==> config.mk <==
export PLATFORM = sky130hd
export DESIGN_NAME = bus_wait_gen
export DESIGN_NICKNAME = d
export VERILOG_FILES = /design/src/rtl/bus_wait_gen.sv
export SDC_FILE = /design/constraint.sdc
export NUM_CORES = 1
export LEC_CHECK = 0
export BUFFER_PORTS_ARGS = -buffer_cell sky130_fd_sc_hd__buf_2
export CORE_ASPECT_RATIO = 0.75
export CORE_MARGIN = 5
export CORE_UTILIZATION = 51
export DETAILED_ROUTE_END_ITERATION = 6
export PLACE_DENSITY = 0.71
export SYNTH_ARGS = -nofsm -noshare
export SYNTH_HDL_FRONTEND = slang
export SYNTH_SLANG_ARGS = --single-unit
export TNS_END_PERCENT = 1
==> constraint.sdc <==
create_clock -name MHZ48 -period 5.3 [get_ports MHZ48]
set_input_delay 0.53 -clock MHZ48 [delete_from_list [all_inputs] [get_ports MHZ48]]
set_output_delay 0.53 -clock MHZ48 [all_outputs]
set_load 0.01 [all_outputs]
==> src/rtl/bus_wait_gen.sv <==
// Drives the 6809 nWAIT stretch request for a slow I/O address window, optionally extended while the peripheral is busy.
// Latency: nWAIT falls one MHZ48 cycle after nQ falls; no backpressure, DEV_BUSY only lengthens the stretch up to a timeout.
module bus_wait_gen #(
  parameter logic [7:0] SLOW_MASK     = 8'hF0,
  parameter logic [7:0] SLOW_MATCH    = 8'hE0,
  parameter int         WAIT_TICKS    = 24,
  parameter int         TIMEOUT_TICKS = 240,
  parameter int         CNT_W         = 8
) (
  input  logic       MHZ48,
  input  logic       RESET,
  input  logic       nQ,
  input  logic       nE,
  input  logic [7:0] ADDR,
  input  logic       BA,
  input  logic       DEV_BUSY,
  input  logic       CLR_TIMEOUT,
  output logic       nWAIT,
  output logic       TIMEOUT
);

  typedef enum logic [1:0] {IDLE, STRETCH, EXTEND, DRAIN} state_t;

  localparam bit STRETCH_EN = (WAIT_TICKS != 0);
  localparam bit EXTEND_EN  = (TIMEOUT_TICKS != 0);
  localparam logic [CNT_W-1:0] WAIT_LOAD    = STRETCH_EN ? CNT_W'(WAIT_TICKS - 1) : '0;
  localparam logic [CNT_W-1:0] TIMEOUT_LOAD = EXTEND_EN ? CNT_W'(TIMEOUT_TICKS - 1) : '0;
  localparam logic [CNT_W-1:0] CNT_ONE      = {{(CNT_W-1){1'b0}}, 1'b1};

  state_t           state, state_nx;
  logic [CNT_W-1:0] cnt, cnt_nx;
  logic [CNT_W-1:0] tcnt, tcnt_nx;
  logic             nwait_nx;
  logic             timeout_set;
  logic             nq_d, ne_d;
  logic             q_rise, e_fall, slow_hit;

  assign q_rise   = nq_d & ~nQ;
  assign e_fall   = ~ne_d & nE;
  assign slow_hit = ((ADDR & SLOW_MASK) == SLOW_MATCH);

  always_comb begin
    state_nx    = state;
    cnt_nx      = cnt;
    tcnt_nx     = tcnt;
    nwait_nx    = nWAIT;
    timeout_set = 1'b0;
    case (state)
      IDLE: begin
        nwait_nx = 1'b1;
        // nE high means E is low: only trigger in the first half of the bus cycle
        if (q_rise && !BA && nE && slow_hit && STRETCH_EN) begin
          state_nx = STRETCH;
          cnt_nx   = WAIT_LOAD;
          nwait_nx = 1'b0;
        end
      end
      STRETCH: begin
        if (cnt == '0) begin
          if (DEV_BUSY && EXTEND_EN) begin
            state_nx = EXTEND;
            tcnt_nx  = TIMEOUT_LOAD;
          end else begin
            state_nx = DRAIN;
            nwait_nx = 1'b1;
          end
        end else begin
          cnt_nx = cnt - CNT_ONE;
        end
      end
      EXTEND: begin
        // a release on the final count wins over the timeout
        if (!DEV_BUSY) begin
          state_nx = DRAIN;
          nwait_nx = 1'b1;
        end else if (tcnt == '0) begin
          state_nx    = DRAIN;
          nwait_nx    = 1'b1;
          timeout_set = 1'b1;
        end else begin
          tcnt_nx = tcnt - CNT_ONE;
        end
      end
      DRAIN: begin
        nwait_nx = 1'b1;
        if (e_fall) state_nx = IDLE;
      end
      default: begin
        state_nx = IDLE;
        nwait_nx = 1'b1;
      end
    endcase
  end

  always_ff @(posedge MHZ48) begin
    if (RESET) begin
      state   <= IDLE;
      cnt     <= '0;
      tcnt    <= '0;
      nWAIT   <= 1'b1;
      TIMEOUT <= 1'b0;
      nq_d    <= 1'b1;
      ne_d    <= 1'b1;
    end else begin
      state   <= state_nx;
      cnt     <= cnt_nx;
      tcnt    <= tcnt_nx;
      nWAIT   <= nwait_nx;
      TIMEOUT <= timeout_set | (TIMEOUT & ~CLR_TIMEOUT);
      nq_d    <= nQ;
      ne_d    <= nE;
    end
  end

endmodule

### After elaboration in Yosys (flattened, before gate mapping)

Index checks and enable logic that the tools add are counted.

* output and inout bits: 2
* bits of input ports: 15
* flip-flop bits (word level): 22
* word-level logic and storage cells: 66

* mux-type cells: 24
* reductions and logical operators: 13
* eq/ne operators: 13
* bitwise operators: 7
* $add $sub $neg: 2

Operator list (number)
* two-way mux 8 bit: 6
* case mux 8 bit (2 select lines): 2
* logical NOT 8 bit: 2
* inequality test 2 bit, second input constant: 8
* subtractor 8 x 1 -> 8 bit, second input constant: 2
* two-way mux 2 bit: 5
* two-way mux 1 bit: 9
* case mux 2 bit (4 select lines): 1
* AND reduction 3 bit: 2
* AND reduction 5 bit: 1
* equality test 2 bit, second input constant: 2
* equality test 4 bit, second input constant: 1
* case mux 1 bit (4 select lines): 1
* AND reduction 4 bit: 1
* nonzero test 2 bit: 2
* AND 1 bit: 3
* logical AND 1 bit: 3
* inequality test 3 bit, second input constant: 1
* inverter 1 bit: 3
* equality test 2 x 1 -> 1 bit, second input constant: 1
* logical NOT 2 bit: 1
* logical NOT 1 bit: 1
* OR 1 bit: 1

### Logic depth before layout (Yosys ltp)

Gate-level depths: netlist of run 1.

* word-level depth: 7
* mapped depth: 8
* depth with buffers taken out: 6

### Least setup slack after synthesis of run 1

OpenSTA, ideal clock, no wires.

* kind: register -> register
* start: register state[1]
* end: register tcnt[4]
* slack: 3219 ps
* data required time: 5179 ps
* cell stages (with the launch flop): 9
* data arrival time: 1961 ps
* library setup time: 121 ps
* clock period less this slack: 2081 ps
* path buffers: 2
* cells stage by stage: dfxtp_1 inv_1 ha_1 buf_2 nor4bb_1 a2bb2oi_1 clkbuf_1 nor4_1 mux2_2

* longest elaborated chain between the ends: 3
* elaborated cells between the ends (all ways): 9
* classes of those cells: 6 x eq/ne; 1 x mux; 2 x reduce/logical

RTL lines
* start, declared: line 30 `state_t state, state_nx;`
* start signal, assigned: line 105 `state <= state_nx;`
* equality test 2 bit / equality test 2 x 1 -> 1 bit (equally long branches): line 48 `case (state)`
* inequality test 2 bit (no line) / nonzero test 2 bit (equally long branches)
* AND reduction 5 bit (no line)
* end signal, assigned: line 107 `tcnt <= tcnt_nx;`
* end, declared: line 32 `logic [CNT_W-1:0] tcnt, tcnt_nx;`

Several ways; a longest one is shown, not always the timed one.
A chain may end at the register's enable or synchronous reset.

### Worst setup path after layout of run 1

Ends and elaborated chain as after synthesis.

==> results of run 1 <==
-- per-layer routing --
layer	vias to the layer above	track usage
li1	640	-
met1	618	0.218
met2	36	0.235
met3	4	0.0487
met4	0	0.0349
met5	-	0
-- worst reg2reg max path, stage by stage (launching register included) --
cell and delay (ns):
dfxtp_1 0.35, inv_1 0.11, ha_1 0.39, nor4bb_1 0.43
a2bb2oi_1 0.29, nor4_1 0.36, mux2_2 0.37
-- registers in the layout, indices dropped and copies added, names as in the netlist --
| signal | count |
|---|---|
| state | 2 |
| nWAIT | 1 |
| TIMEOUT | 1 |
| nq_d | 1 |
| tcnt | 8 |
| cnt | 8 |
| ne_d | 1 |
-- report_power, final --
group,switching (mW),internal [mW],leakage [nW]
Combinational,0.218,0.158,0.357
Clock,0.0514,0.0507,0.0216
Sequential,0.0460,0.205,0.179
Total,0.315,0.415,0.557
-- cell type report --
cell class	count	area, um2
clock buffer	3	41.3
fill	257	1120
timing repair buffer	12	60.1
sequential	22	440
tap	36	45.0
inverter	11	41.3
multi-input combinational	119	898
-- path summary, 6_finish.rpt --
check                        start                    to  slack, ns  cells after the start
min                             nQ       nq_d$_SDFF_PP1_       0.47                      2
min reg2reg     TIMEOUT$_SDFF_PP0_    TIMEOUT$_SDFF_PP0_       0.49                      2
max reg2reg  state[1]$_SDFFE_PP0P_  tcnt[4]$_SDFFE_PP0P_       2.90                      6
max          state[1]$_SDFFE_PP0P_  tcnt[4]$_SDFFE_PP0P_       2.90                      6
-- stage by stage --
stage / hold WS, ns / instances / setup slack [ns]
after CTS: 0.462 / 203 / 2.87
after global placement: 0.455 / 200 / 3.01
after global routing: 0.472 / 203 / 2.72
after floorplan: 0.470 / 159 / 3.22
final: 0.467 / 203 / 2.90
after detailed placement: 0.486 / 200 / 2.91
-- logic make-up after synthesis --
group / count (synthesis) / share of synthesized area
multiplexers: 4 / 0.0292
AND/OR/NAND/NOR: 63 / 0.311
AO/OA/AOI/OAI: 43 / 0.215
adder cells (fa/ha/maj): 9 / 0.0796
flip-flops: 22 / 0.311
buffers and inverters: 18 / 0.0539
-- synthesized netlist by cell type, drive strengths merged, types with 3 or more instances --
cell type	instances
a211oi	5
a21oi	5
a31oi	8
buf	3
clkbuf	4
dfxtp	22
ha	9
inv	11
mux2i	3
nand2b	4
nand3	4
nor2	6
nor3	3
nor4	4
nor4b	5
o21a	3
o21ai	7
o31ai	6
or2	4
or3	5
or4	10
==> impl_metrics.tcl, run 1 <==
set metrics [dict create \
    routed_wl_um 3070 \
    fin_util 0.578 \
    grt_pass1_wl_um 5090 \
    drt_iter0_drc 145 \
    max_freq_mhz 416 \
    tns_ns 0 \
    clockBufferDepth 2 \
    vias 1298 \
    syn_nets 183 \
    cp_num_buf_inv 1 \
    clkTransAtPathRegs_ns 0.07 \
    drive_above_1_share 0.180 \
    synth-seq-cells 22 \
    ir_drop_uv 221 \
    cts_sinks 22 \
    rows 16 \
    synth_top_area_cell "dfxtp_1" \
    period_share 0.454 \
    clockRootBuffer "clkbuf_8" \
    cts.hold.buffers_added 0 \
    yosys_warnings 0 \
    num_io_pins 17 \
    wl_met2_um 1380 \
    fin_skew_ns 0.00162 \
    crit_required_ns 5.46 \
    synth_top_area_frac 0.311 \
    layout-area-overhead-vs-synth_pct 7.87 \
    mostFrequentLayoutCell "dfxtp_1" \
    power_leakage_nw 0.557 \
    top_layer "met4" \
    track_usage 0.156 \
    route.met3.wl_um 202 \
    worst_setup_path_end_kind "register" \
    layout.nets 193 \
    start_util 0.536 \
    synth-edff-count 0 \
    antenna_cells 0 \
    synth_area_leaders "dfxtp_1 31%, ha_1 8.0%, or4_1 3.7%, a31oi_1 3.5%, o31ai_1 3.2%" \
    place_area_um2 1490 \
    power_per_cell_area_nw_per_um2 478 \
    setup_viol 0 \
    grt-ovfl-total 0 \
    cap_viol_max_count 0 \
    routabilityCongestion 0.838 \
    critical_path.top_delay_family "simple AND/OR/NAND/NOR gates" \
    die_area_um2 3940 \
    worst_pin_slew_ns 0.770 \
    syn_area_um2 1420 \
    numCtsBuffers 3 \
    status "complete, no violations" \
    drt.antenna.violating_nets 0 \
    cp.arrival_ns 2.56 \
    path_class "reg -> reg" \
    cp-start-kind "register" \
    synth_cell_types 49 \
    ys_seq_area_frac 0.311 \
    p_total_mw 0.730 \
    portBuffers 12 \
    grt_max_degree 25 \
    final_area_um2 1530 \
    cts_setup_buffers 0 \
    hp-class "in -> reg" \
    die_w_um 70.8 \
    hold_viol_final 0 \
    period_minus_slack_ns 2.40 \
    slew_headroom 0.482 \
    cpPeakStageDelay_ns 0.43 \
    worstSkewPairLatency_ns 0.26 \
    antenna_found_initial 0 \
    vias_per_cell 6.39 \
    drt_pass1_iterations 4 \
    grt_pass1_vias 1132 \
    wl_met1_um 1480 \
    drc 0 \
    cts_tree "done" \
    finalMaxSlewViolations 0 \
    critical_path.slowest_cell "nor4bb_1" \
    async_reset_ff_frac 0 \
    cp_max_fo 11 \
    ctsResizeCount 0 \
    die_h_um 55.6 \
    rsz0062_at_grt "false" \
    h-tree-depth 1 \
    core_um2 2640 \
    ys.flop_type "dfxtp_1" \
    wl_per_cell_um 15.1 \
    syn_avg_cell_area_um2 8.90 \
    place_hpwl_um 2280 \
    synth_cells 159 \
    final_cell_mix "22 x dfxtp_1, 12 x buf_2, 11 x inv_1" \
    worstPathCellList "inv_1 > ha_1 > nor4bb_1 > a2bb2oi_1 > nor4_1 > mux2_2" \
]
Power figures use the tool's default switching activity.
==> inputs of run 2 (changes only) <==
clock period = 2.3 ns   (was 5.3 ns; I/O delays follow)
==> impl_metrics.tcl, run 2 (synthesis gave the netlist of run 1 again) <==
set metrics [dict create \
    period_minus_slack_ns 2.14 \
    holdPathEnd "nq_d$_SDFF_PP1_" \
    drt_iter0_drc 65 \
    mostFrequentLayoutCell "dfxtp_1" \
    tns_ns 0 \
    top_regs "cnt (8), tcnt (8), state (2)" \
    ff2ff_path_depth 6 \
    portBuffers 12 \
    cp-startpoint "tcnt[0]$_SDFFE_PP0P_" \
    pre_cts_ws_ns 0.149 \
    core_um2 2640 \
    setup_viol 0 \
    fin_util 0.605 \
    grt-ovfl-total 0 \
    grt_pass1_wl_um 5400 \
    routabilityCongestion 0.841 \
    cts_tree "done" \
    crit_required_ns 2.48 \
    final_cell_mix "22 x dfxtp_1, 12 x buf_2, 11 x inv_1" \
    rows 16 \
    fin_skew_ns 0.00344 \
    period_share 0.931 \
    die_area_um2 3940 \
    layout.nets 200 \
    p_total_mw 1.78 \
    ir_drop_uv 426 \
    clockRootBuffer "clkbuf_8" \
    drive_above_1_share 0.224 \
    final.setup.worst_slack_ns 0.158 \
    grt_max_degree 25 \
    antenna_cells 0 \
    path_class "reg -> reg" \
    fillCellCount 256 \
    hold_depth 2 \
    die_h_um 55.6 \
    cts.hold.buffers_added 0 \
    hold_start "nQ" \
    worstSkewPairLatency_ns 0.26 \
    regToRegSetupSlack_ns 0.16 \
    layout-area-overhead-vs-synth_pct 12.9 \
    clockBufferDepth 2 \
    finalMaxSlewViolations 0 \
    r2r_start "tcnt[0]$_SDFFE_PP0P_" \
    cp-start-kind "register" \
    wl_per_cell_um 14.6 \
    drt.antenna.violating_nets 0 \
    cap_viol_max_count 0 \
    regToRegEndpoint "state[0]$_SDFFE_PP0P_" \
    worst_setup_path_end_kind "register" \
    vias 1291 \
    vias_per_cell 6.15 \
    die_w_um 70.8 \
    cp.arrival_ns 2.32 \
    drt_pass1_iterations 4 \
    hp-class "in -> reg" \
    track_usage 0.163 \
    start_util 0.536 \
    drc 0 \
    power_leakage_nw 0.595 \
    hold_viol_final 0 \
    power_per_cell_area_nw_per_um2 1110 \
    numCtsBuffers 3 \
    slew_headroom 0.607 \
    place_hpwl_um 2350 \
    status "complete, no violations" \
    rsz0062_at_grt "false" \
    worst_pin_slew_ns 0.585 \
    routed_wl_um 3060 \
    cts_sinks 22 \
    cp_max_fo 5 \
    grt_pass1_vias 1222 \
    h-tree-depth 1 \
    num_io_pins 17 \
    max_freq_mhz 467 \
    antenna_found_initial 0 \
    clkTransAtPathRegs_ns 0.08 \
]
==> run 2: cell count changes in the layout (fill, tap and decap cells not counted), sizes merged <==
cell  delta
buf      +7
==> run 2: report_power, final <==
group	switching, mW	internal [mW]
clock network	0.117	0.117
logic	0.517	0.446
registers	0.107	0.473
==> run 2: area by class of cell <==
class | count | area [um2] | share of cell area
clock buffers | 3 | 41.3 | 0.0258
repair buffers | 19 | 113 | 0.0705
flip-flops and latches | 22 | 440 | 0.276
inverters | 11 | 41.3 | 0.0258
multi-input cells | 119 | 917 | 0.574
well taps | 36 | 45.0 | 0.0282
==> run 2: metal layers <==
layer / share of wire / track usage
met5: 0 / 0
met4: 0.0043 / 0.0295
met3: 0.039 / 0.0415
met2: 0.45 / 0.254
met1: 0.51 / 0.230
==> run 2: what timing repair did <==
action,in CTS,in global routing
endpoints found under the setup margin,0,6
setup buffers,0,0
gates resized for setup,0,3
==> run 2: worst max path at each step <==
stage / to / slack [ns] / depth (start not counted)
floorplan: tcnt[4]$_SDFFE_PP0P_ / 0.22 / 8
global placement: state[0]$_SDFFE_PP0P_ / 0.20 / 6
detailed placement: cnt[3]$_SDFFE_PP0P_ / 0.15 / 7
CTS: tcnt[4]$_SDFFE_PP0P_ / 0.10 / 6
global route: state[0]$_SDFFE_PP0P_ / 0.02 / 6
finish: state[0]$_SDFFE_PP0P_ / 0.16 / 6
==> run 2: critical path, cell delays in order (launching register included) <==
cell,delay (ns)
dfxtp_1,0.35
inv_1,0.09
ha_1,0.17
nor3b_1,0.42
a211oi_1,0.25
or4_4,0.56
a221oi_2,0.22
==> run 2: through the flow <==
step	instances	cell area (um2)	hold slack [ns]
after global placement	207	1540	0.434
after CTS	210	1580	0.174
after detailed placement	207	1540	0.447
after floorplan	159	1420	0.337
after global routing	210	1600	0.186
final	210	1600	0.179
